`config.mk`:
```
export PLATFORM = sky130hd
export DESIGN_NAME = shift_sweep_ctrl
export DESIGN_NICKNAME = d
export VERILOG_FILES = /design/src/rtl/shift_sweep_ctrl.sv
export SDC_FILE = /design/constraint.sdc
export NUM_CORES = 1
export LEC_CHECK = 0
export CAP_MARGIN = 20
export CORE_MARGIN = 2
export CORE_UTILIZATION = 37
export DETAILED_ROUTE_END_ITERATION = 12
export PLACE_DENSITY = 0.75
export RECOVER_POWER = 100
export SYNTH_ARGS = -nofsm -noshare
export SYNTH_HDL_FRONTEND = slang
export SYNTH_SLANG_ARGS = --single-unit
```
`constraint.sdc`:
```
create_clock -name clk -period 1.3 [get_ports clk]
set_input_delay 0.325 -clock clk [delete_from_list [all_inputs] [get_ports clk]]
set_output_delay 0.325 -clock clk [all_outputs]
set_load 0.02 [all_outputs]
```
`src/rtl/shift_sweep_ctrl.sv`:
```
// shift_sweep_ctrl: sweeps a barrel shifter through every shift amount and hands each result downstream; optional self-check under SHIFT_SWEEP_SELFCHECK_EN
module shift_sweep_ctrl #(
  parameter int DW = 8,
  parameter int SW = 3
) (
  input  logic          clk,
  input  logic          rst,
  input  logic          start_i,
  input  logic [DW-1:0] din_i,
  input  logic          a_l_i,
  input  logic          l_r_i,
  output logic [DW-1:0] sh_din_o,
  output logic [SW-1:0] sh_shamt_o,
  output logic          sh_a_l_o,
  output logic          sh_l_r_o,
  input  logic [DW-1:0] sh_dout_i,
  output logic          res_valid_o,
  input  logic          res_ready_i,
  output logic [DW-1:0] res_data_o,
  output logic [SW-1:0] res_shamt_o,
  output logic          busy_o,
  output logic          done_o,
  output logic          err_o
);
  typedef enum logic [1:0] {IDLE, DRIVE, HOLD, DONE} state_t;
  state_t        state_q;
  logic [DW-1:0] sh_din_q, res_data_q;
  logic [SW-1:0] sh_shamt_q, res_shamt_q;
  logic          sh_a_l_q, sh_l_r_q, res_valid_q, busy_q, done_q;
  // sweep sequencer: latch on start, capture in DRIVE, wait for handshake in HOLD
  always_ff @(posedge clk) begin
    if (rst) begin
      state_q     <= IDLE;
      sh_din_q    <= '0;
      sh_shamt_q  <= '0;
      sh_a_l_q    <= 1'b0;
      sh_l_r_q    <= 1'b0;
      res_data_q  <= '0;
      res_shamt_q <= '0;
      res_valid_q <= 1'b0;
      busy_q      <= 1'b0;
      done_q      <= 1'b0;
    end else begin
      case (state_q)
        IDLE: if (start_i) begin
          sh_din_q   <= din_i;
          sh_a_l_q   <= a_l_i;
          sh_l_r_q   <= l_r_i;
          sh_shamt_q <= '0;
          busy_q     <= 1'b1;
          state_q    <= DRIVE;
        end
        DRIVE: begin
          res_data_q  <= sh_dout_i;
          res_shamt_q <= sh_shamt_q;
          res_valid_q <= 1'b1;
          state_q     <= HOLD;
        end
        HOLD: if (res_ready_i) begin
          res_valid_q <= 1'b0;
          if (sh_shamt_q == SW'(DW-1)) begin
            done_q  <= 1'b1;
            state_q <= DONE;
          end else begin
            sh_shamt_q <= sh_shamt_q + 1'b1;
            state_q    <= DRIVE;
          end
        end
        DONE: begin
          done_q  <= 1'b0;
          busy_q  <= 1'b0;
          state_q <= IDLE;
        end
        default: state_q <= IDLE;
      endcase
    end
  end
`ifdef SHIFT_SWEEP_SELFCHECK_EN
  logic [DW-1:0] asr_w, exp_w;
  logic          err_q;
  // reference shift; the arithmetic form is kept separate so the sign survives
  always_comb begin
    asr_w = $signed(sh_din_q) >>> sh_shamt_q;
    exp_w = sh_l_r_q ? (sh_a_l_q ? sh_din_q >> sh_shamt_q : asr_w) : sh_din_q << sh_shamt_q;
  end
  // sticky mismatch flag, cleared by reset or a new sweep
  always_ff @(posedge clk) begin
    if (rst) err_q <= 1'b0;
    else if (state_q == IDLE && start_i) err_q <= 1'b0;
    else if (state_q == DRIVE && exp_w != sh_dout_i) err_q <= 1'b1;
  end
  assign err_o = err_q;
`else
  assign err_o = 1'b0;
`endif
  assign sh_din_o    = sh_din_q;
  assign sh_shamt_o  = sh_shamt_q;
  assign sh_a_l_o    = sh_a_l_q;
  assign sh_l_r_o    = sh_l_r_q;
  assign res_valid_o = res_valid_q;
  assign res_data_o  = res_data_q;
  assign res_shamt_o = res_shamt_q;
  assign busy_o      = busy_q;
  assign done_o      = done_q;
endmodule

```
-- Word level (Yosys, flattened, before mapping)
Index checks and enable logic that the tools add are counted.
- flip-flop bits (word level): 29
- word-level logic and storage cells: 45
- output and inout bits: 28
- input port bits: 22
- equal/unequal tests: 8
- mux-type cells: 15
- reductions and logical operators: 11
- add/subtract/negate cells: 1
- operator list (cell ; count):
    $mux 3 ; 3
    $ne 2x2->1 const B ; 4
    $pmux 2 s4 ; 1
    $reduce_and 2->1 ; 4
    $reduce_bool 2->1 ; 4
    $mux 2 ; 3
    $pmux 1 s2 ; 3
    $pmux 3 s2 ; 1
    $eq 2x2->1 const B ; 2
    $mux 1 ; 4
    $reduce_and 4->1 ; 1
    $add 3x1->3 const B ; 1
    $eq 3x3->1 const B ; 1
    $reduce_and 3->1 ; 1
    $eq 2x1->1 const B ; 1
    $logic_not 2->1 ; 1

-- Logic depth before layout (Yosys ltp)
Gate-level depths: netlist of the first run.
- word-level depth: 4
- gate-level depth with buffers: 5
- gate-level depth less buffers: 5

-- Worst setup path after synthesis of the first run
No wires, ideal clock.
- kind: register to register
- start: reg sh_shamt_q[0], in the netlist sh_shamt_o[0]
- end: reg sh_shamt_q[0], in the netlist sh_shamt_o[0]
- clock period less this slack: 1.344 ns
- path buffers: 0
- stages on the path, launching flop included: 6
- data arrival time: 1.225 ns
- path slack: -0.044 ns
- required time: 1.181 ns
- setup time: 0.119 ns
- cells stage by stage: dfxtp_1 ha_1 ha_1 nor2b_1 mux2i_1 o21ai_1
- word-level cells in the longest chain between the ends: 4
- elaborated cells on any way between the ends: 7
- those cells by class: add/sub (1); eq/ne (2); mux (3); reduce/logical (1)
- ends and longest elaborated chain (element ; RTL line ; source):
    from (decl) ; 28 ; logic [SW-1:0] sh_shamt_q, res_shamt_q;
    from (signal assigned) ; 65 ; sh_shamt_q <= sh_shamt_q + 1'b1;
    $add 3x1->3 ; 65 ;
    $mux 3 ; 61 ; if (sh_shamt_q == SW'(DW-1)) begin
    $mux 3 ; 59 ; HOLD: if (res_ready_i) begin
    $pmux 3 s2 ; 44 ; case (state_q)
Several ways; a longest one is shown, not always the timed one. The select of a mux whose other input is x is not followed.
A chain may end at the register's enable or synchronous reset.

-- Worst setup path after layout of the first run
- start: in start_i
- end: reg sh_shamt_q[1], in the netlist sh_shamt_o[1]
- word-level cells in the longest chain between the ends: 2
- ends and longest elaborated chain (element ; RTL line ; source):
    from (decl) ; 8 ; input logic start_i,
    $ne 2x2->1 (no line) ; - ;
    $reduce_and 4->1 (no line) ; - ;
No other way between the ends.

==> results_dict.tcl, run 1 <==
set metrics [dict create \
    ant_nets 0 \
    avgSynthCellArea_um2 8.38 \
    wl_um 2930 \
    num_antenna_cells 0 \
    dp_hpwl_um 2140 \
    synth_edf_count 0 \
    fmax_ghz 0.793 \
    drt-pass1-iter-count 4 \
    fin_skew_ps 11.9 \
    crit_fanout 12 \
    grt_max_degree 13 \
    cts_buffers 5 \
    rr_endpoint "sh_shamt_o[1]" \
    arrival_ps 1470 \
    synth_top_area_share_pct 50.5 \
    drt_iter0_markers 28 \
    ys.warnings.count 0 \
    p_leak_nw 0.662 \
    cts_tree "built" \
    rows 20 \
    area_growth_pct 47.7 \
    status "complete, no violations" \
    overflow 0 \
    die_h_um 59.7 \
    nets 222 \
    routedWlPerCell_um 12.7 \
    power.density_mw_per_mm2 1080 \
    grt_pass1_vias 1049 \
    period_minus_slack_ps 1260 \
    yosysSeqAreaShare_pct 50.5 \
    die-area_mm2 0.00357 \
    rr_worst_depth 5 \
    htreeDepth 2 \
    io_pins 50 \
    rsz0062_at_grt "no" \
    ir_worst_vdd_uv 498 \
    syn-num-nets 161 \
    final_util_pct 56.5 \
    vias 1146 \
    clk_latency_ps 320 \
    cts_sinks 29 \
    drive_gt1_share_pct 21.2 \
    yosysMostFrequentCell "nand2_1" \
    grtUsageTotal_pct 17.1 \
    synth_seq_cells 29 \
    period_share_pct 97.1 \
    ys.flop_type "dfxtp_1" \
    syn_area_mm2 0.00115 \
    die_w_um 59.7 \
    hold-path-endpoint "sh_din_o[5]" \
    cp-start-kind "primary input" \
    required_ps 1510 \
    antenna_found_initial 0 \
    holdPathStages 2 \
    synth_cell_type_count 23 \
    rrSetupSlack_ps 70 \
    core-area_mm2 0.00300 \
    finalHoldViolCount 0 \
    crit_path_end_kind "register" \
    postCtsHoldBufs 0 \
    finalWeightedCongestion 0.778 \
    path_class "in2reg" \
    drv_cap 0 \
    min-delay-start "sh_din_o[5]" \
    synth_common_cells "nand2_1 (44), dfxtp_1 (29), a21oi_1 (25)" \
    port_buffers 48 \
    ys_top_cells_by_area "dfxtp_1 (51%), nand2_1 (14%), a21oi_1 (11%), buf_4 (3.3%), ha_1 (2.2%)" \
    synth_cells 137 \
    slew_viol_final 0 \
    grt_first_pass_wirelength_um 4560 \
    cts_root_buf "clkbuf_4" \
    setup_violations 0 \
    hold_path.class "reg2reg" \
    clockBufferDepth 2 \
    start_util_pct 38.3 \
    p_total_w 0.00184 \
    drc_errors 0 \
    cts.clk_slew.worst_paths_ps 80 \
    synth_top_area_cell "dfxtp_1" \
    via_per_inst 4.96 \
    synthArstFlopShare_pct 0 \
    r2r_start "sh_shamt_o[0]" \
]
==> report_power, final <==
group	switching, W	internal (W)
registers	0.0000269	0.000932
clock network	0.000286	0.000255
logic	0.000181	0.000156
total	0.000494	0.00134
==> cell type report <==
class | instances | area, um2
clock buffer | 7 | 55.1
tap | 33 | 41.3
sequential | 29 | 586
timing repair buffer | 63 | 459
multi-input combinational | 99 | 556
fill | 288 | 1310
==> critical path: stages <==
cell             delay (ps)
clkdlybuf4s50_1         490
or3b_4                  470
nand3_1                 130
a21oi_2                  60
==> what timing repair did <==
item                       4_1_cts  5_1_grt
pin swaps                        0        2
resized for setup               72       28
setup endpoints to repair       41       29
setup buffers                    1        3
==> cell usage in the layout (no fill, tap or decap), drive strengths merged, types with 2 or more instances in the layout <==
cell type      Yosys  routed
nand2             44      44
clkbuf             2      32
dfxtp             29      29
a21oi             25      25
clkdlybuf4s50      0      20
buf                7      14
nand2b             4       4
nor2b              4       4
nor2               3       3
clkdlybuf4s15      0       3
mux2i              2       2
nand3              2       2
a211oi             2       2
o21ai              2       2
ha                 2       2
==> cell families after synthesis <==
logic type	count (synthesis)	share of synthesized area, %
compound gates	31	14.3
flops	29	50.5
simple gates	63	26.1
mux	2	1.74
other cells	1	0.326
buf+inv	9	4.79
fa+ha+maj	2	2.18
==> state kept, by name, indices dropped and copies added, names as in the netlist <==
signal	flops
done_o	1
sh_shamt_o	3
sh_a_l_o	1
state_q	2
busy_o	1
sh_l_r_o	1
res_data_o	8
res_shamt_o	3
res_valid_o	1
sh_din_o	8
==> stage by stage <==
stage	hold WS [ps]	cell area, um2	std cells	setup TNS [ps]	setup slack, ps
6_report	459	1700	231	0	38.3
5_1_grt	477	1700	231	0	7.30
4_1_cts	459	1790	228	0	0.00655
3_5_place_dp	445	1700	220	-5250	-414
3_3_place_gp	441	1700	220	-4640	-358
2_1_floorplan	421	1150	137	0	13.0
==> how the worst max path moves through the flow <==
stage | from | end | depth (start not counted)
3_3_place_gp | start_i | sh_shamt_o[1] | 4
5_1_grt | res_data_o[3] | res_data_o[3] | 1
3_5_place_dp | start_i | sh_shamt_o[1] | 4
4_1_cts | res_valid_o | res_valid_o | 1
6_report | start_i | sh_shamt_o[1] | 4
2_1_floorplan | sh_shamt_o[0] | sh_shamt_o[0] | 5
==> metal layers <==
metal	vias up	wire, um	track usage (%)
li1	575	-	-
met1	530	1270	20.0
met2	36	1430	29.8
met3	5	195	4.11
met4	0	38	6.67
met5	-	0	0
Note: power is estimated with default switching activity, not from simulation.
==> run 2, diff against run 1 <==
CORE_UTILIZATION = 39   (was 37)
CTS_BUF_LIST = sky130_fd_sc_hd__clkbuf_2 sky130_fd_sc_hd__clkbuf_4 sky130_fd_sc_hd__clkbuf_8   (was unset)
PLACE_DENSITY = 0.78   (was 0.75)
SKIP_CTS_REPAIR_TIMING = 1   (was unset)
==> results_dict.tcl, run 2 (synthesis results as in run 1) <==
set metrics [dict create \
    p_sw_w 0.000500 \
    die_w_um 58.3 \
    p_total_w 0.00190 \
    p_leak_nw 1.14 \
    cp_slowest_stage_delay_ps 370 \
    io_pins 50 \
    cts.clk_slew.worst_paths_ps 80 \
    htreeDepth 2 \
    cts_tree "built" \
    port_buffers 48 \
    nets 223 \
    antenna_found_initial 0 \
    switching_share_pct 26.3 \
    drt-pass1-iter-count 5 \
    r2r_start "sh_shamt_o[0]" \
    core-area_mm2 0.00278 \
    drt_iter0_markers 33 \
    path_class "reg2reg" \
    finalWeightedCongestion 0.762 \
    final_util_pct 68.2 \
    p_int_w 0.00140 \
    clk_latency_ps 320 \
    status "complete, no violations" \
    grt_first_pass_wirelength_um 5110 \
    slowest_stage "dfxtp_4" \
    dp_hpwl_um 2270 \
    ant_nets 0 \
    arrival_ps 1540 \
    hold_path.class "reg2reg" \
    start_util_pct 41.3 \
    grtUsageTotal_pct 19.9 \
    cts_sinks 29 \
    min-delay-start "res_data_o[1]" \
    cts_root_buf "clkbuf_4" \
    crit_path_end_kind "register" \
    fin_hold_ws_ps 459 \
    crit_family "simple AND/OR/NAND/NOR gates" \
    rr_endpoint "sh_shamt_o[2]" \
    cts_buffers 5 \
    crit_fanout 4 \
    path_cells "ha_4 > ha_4 > and4bb_1 > nand2_1 > a21oi_2" \
    fmax_ghz 0.784 \
    num_antenna_cells 0 \
    final_cell_mix "nand2_1 (44), dfxtp_1 (27), dlymetal6s2s_1 (26)" \
    drv_cap 0 \
    hold-path-endpoint "res_data_o[1]" \
    area_growth_pct 65.3 \
    fin_area_mm2 0.00190 \
    stdcell_count 230 \
    die-area_mm2 0.00340 \
    via_per_inst 5.15 \
    finalHoldViolCount 0 \
    fin_skew_ps 6.75 \
    drive_gt1_share_pct 16.6 \
    cp-start-kind "register" \
    clkPwrFrac_pct 29.7 \
    power.density_mw_per_mm2 1000 \
    fillers 215 \
    highest_layer "met4" \
    rows 19 \
    die_h_um 58.3 \
    placedInstanceArea_mm2 0.00174 \
    rrSetupSlack_ps 20 \
    critPathBufInv 0 \
    clockBufferDepth 2 \
    vias 1184 \
    overflow 0 \
    drc_errors 0 \
    dp.cells 223 \
    met1Wirelength_um 1280 \
    required_ps 1560 \
    wl_um 3210 \
    routedWlPerCell_um 14.0 \
    grt_pass1_vias 1188 \
    period_share_pct 98.2 \
    ir_worst_vdd_uv 942 \
    crit_cells 5 \
    wl_met2_um 1670 \
    cpMostUsedCell "ha_4" \
    rr_worst_depth 5 \
    slew_viol_final 0 \
    period_minus_slack_ps 1280 \
    route.met3.wl_um 208 \
    grt_max_degree 16 \
    sequentialPowerShare_pct 50.3 \
    p_comb_share_pct 20.0 \
    layout_commonest_cell "nand2_1" \
    holdPathStages 2 \
    setup_violations 0 \
]
[run 2: changes by cell type in the layout (fill, tap and decap cells not counted), sizes merged]
cell	before	now
clkdlybuf4s15	3	0
dlymetal6s2s	0	26
clkbuf	32	8
clkdlybuf4s50	20	21
dlygate4sd3	1	0
buf	14	16
[run 2: per-layer routing]
metal / up-vias / global-route usage (%)
met4: 0 / 8.97
met5: - / 0
met1: 562 / 21.0
met3: 8 / 4.91
li1: 574 / -
met2: 40 / 36.8
[run 2: power by group through the flow]
stage / Clock [W] / Combinational, W / Sequential (W)
2_1_floorplan: 0 / 0.000136 / 0.00103
3_3_place_gp: 0 / 0.000369 / 0.000977
3_5_place_dp: 0 / 0.000381 / 0.000980
4_1_cts: 0.000573 / 0.000383 / 0.000959
5_1_grt: 0.000612 / 0.000409 / 0.000963
6_report: 0.000566 / 0.000381 / 0.000957
[run 2: worst reg2reg max path, cell delays in order (launching register included)]
cell and delay (ps):
dfxtp_4 370, ha_4 170, ha_4 170, and4bb_1 280
nand2_1 100, a21oi_2 130
[run 2: area by class of cell]
| cell class | count | area, um2 | share of cell area, % |
|---|---|---|---|
| multi-input combinational | 99 | 554 | 29.2 |
| timing repair buffer | 64 | 661 | 34.8 |
| tap | 31 | 38.8 | 2.04 |
| clock buffer | 7 | 58.8 | 3.10 |
| sequential | 29 | 586 | 30.9 |
[run 2: worst max path at each step]
stage | slack, ps | startpoint | endpoint
global route | -20 | sh_shamt_o[0] | sh_shamt_o[1]
CTS | -340 | sh_shamt_o[0] | sh_shamt_o[0]
floorplan | 10 | sh_shamt_o[0] | sh_shamt_o[0]
global placement | -360 | start_i | sh_shamt_o[1]
detailed placement | -400 | start_i | sh_shamt_o[1]
finish | 20 | sh_shamt_o[0] | sh_shamt_o[2]
[run 2: metrics by stage]
stage                     TNS (ps)  worst slack [ps]
after floorplan                  0              13.0
after CTS                    -8700              -344
after detailed placement     -4630              -396
after global placement       -4150              -359
after global routing         -50.8             -21.7
final                            0              23.9
==> run 3, diff against run 2 <==
PLACE_DENSITY = 0.79   (was 0.78)
==> results_dict.tcl, run 3 (synthesis results as in run 1) <==
set metrics [dict create \
    finalWeightedCongestion 0.763 \
    hold_path.class "reg2reg" \
    grt_max_degree 16 \
    slowest_stage "dfxtp_1" \
    cp-start-kind "register" \
    slew_viol_final 0 \
    crit_family "flip-flops" \
    cts_buffers 5 \
    p_leak_nw 0.923 \
    clockBufferDepth 2 \
    switching_share_pct 28.1 \
    setup_violations 0 \
    area_growth_pct 54.5 \
    power.density_mw_per_mm2 1040 \
    clkPwrFrac_pct 29.1 \
    cp_slowest_stage_delay_ps 360 \
    clk_latency_ps 330 \
    rows 19 \
    path_class "reg2out" \
    crit_path_end_kind "primary output" \
    grt_pass1_vias 1080 \
    die-area_mm2 0.00340 \
    critPathBufInv 1 \
    port_buffers 48 \
    antenna_found_initial 0 \
    ant_nets 0 \
    nets 220 \
    num_antenna_cells 0 \
    layout_commonest_cell "nand2_1" \
    cts_sinks 29 \
    p_sw_w 0.000519 \
    vias 1105 \
    die_w_um 58.3 \
    ir_worst_vdd_uv 851 \
    sequentialPowerShare_pct 52.0 \
    grt_first_pass_wirelength_um 4730 \
    p_int_w 0.00133 \
    io_pins 50 \
    routedWlPerCell_um 13.0 \
    final_cell_mix "nand2_1 (44), dfxtp_1 (26), a21oi_1 (25)" \
    htreeDepth 2 \
    status "complete, no violations" \
    drc_errors 0 \
    die_h_um 58.3 \
    finalHoldViolCount 0 \
    crit_fanout 3 \
    cts.clk_slew.worst_paths_ps 90 \
    required_ps 980 \
    wl_um 2960 \
    cts_root_buf "clkbuf_4" \
    via_per_inst 4.85 \
    drv_cap 0 \
    drt-pass1-iter-count 4 \
    p_comb_share_pct 18.9 \
    period_minus_slack_ps 1260 \
    drive_gt1_share_pct 15.7 \
    fin_skew_ps 5.80 \
    place_ws_ps -412 \
    fmax_ghz 0.792 \
    drt_iter0_markers 14 \
    final_util_pct 63.8 \
    start_util_pct 41.3 \
    dp_hpwl_um 2180 \
    path_cells "dlymetal6s2s_1" \
    overflow 0 \
    arrival_ps 940 \
    finalWorstSetupSlack_ps 37.8 \
    grtUsageTotal_pct 18.7 \
    core-area_mm2 0.00278 \
    period_share_pct 97.1 \
    cts_tree "built" \
]
-- run 3: changes by cell type in the layout (fill, tap and decap cells not counted) --
cell            change
a21oi_1             +1
a21oi_2             -1
dfxtp_2             +1
clkbuf_2            +1
clkinv_2            +2
dlymetal6s2s_1     -10
clkbuf_8            -1
nor2b_4             -1
buf_4               -4
nor2b_2             +1
clkbuf_1           +10
dfxtp_1             -1
-- run 3: final cells by class --
| class | count | area, um2 |
|---|---|---|
| fill | 224 | 1010 |
| sequential | 29 | 587 |
| timing repair buffer | 61 | 548 |
| multi-input combinational | 99 | 546 |
| clock buffer | 6 | 45.0 |
| tap | 31 | 38.8 |
| clock inverter | 2 | 10.0 |
-- run 3: power by group through the flow --
stage	clock (W)	sequential [W]	combinational, W
after floorplan	0	0.00103	0.000136
after global placement	0	0.000981	0.000358
after detailed placement	0	0.000984	0.000368
after CTS	0.000552	0.000963	0.000371
after global routing	0.000581	0.000969	0.000379
final	0.000539	0.000961	0.000349
-- run 3: worst reg2reg max path, stage by stage (launching register included) --
cell	delay [ps]
dfxtp_4	380
ha_4	160
ha_4	160
nor2b_2	140
mux2i_1	200
o21ai_1	90
-- run 3: routing by layer --
metal	vias to the layer above	share of wire (%)	GRT usage (%)
met5	-	0	0
met4	0	1.7	7.97
met3	4	4.5	6.03
met2	24	52	32.4
met1	507	42	20.8
li1	570	-	-
-- run 3: worst paths after layout --
| path | slack, ps | end | from | cells after the start |
|---|---|---|---|---|
| setup / recovery | 40 | busy_o | busy_o | 1 |
| hold reg to reg | 460 | res_data_o[1] | res_data_o[1] | 2 |
| setup reg to reg | 70 | sh_shamt_o[0] | sh_shamt_o[0] | 5 |
| hold / removal | 460 | res_data_o[1] | res_data_o[1] | 2 |
-- run 3: per-stage QoR --
step | cells | area (um2) | hold WS, ps | power [W] | setup TNS (ps)
2_1_floorplan | 137 | 1150 | 421 | 0.00116 | 0
3_3_place_gp | 220 | 1710 | 444 | 0.00134 | -4180
3_5_place_dp | 220 | 1710 | 450 | 0.00135 | -4720
4_1_cts | 228 | 1770 | 460 | 0.00189 | -8810
5_1_grt | 228 | 1770 | 482 | 0.00193 | -21.3
6_report | 228 | 1770 | 458 | 0.00185 | 0
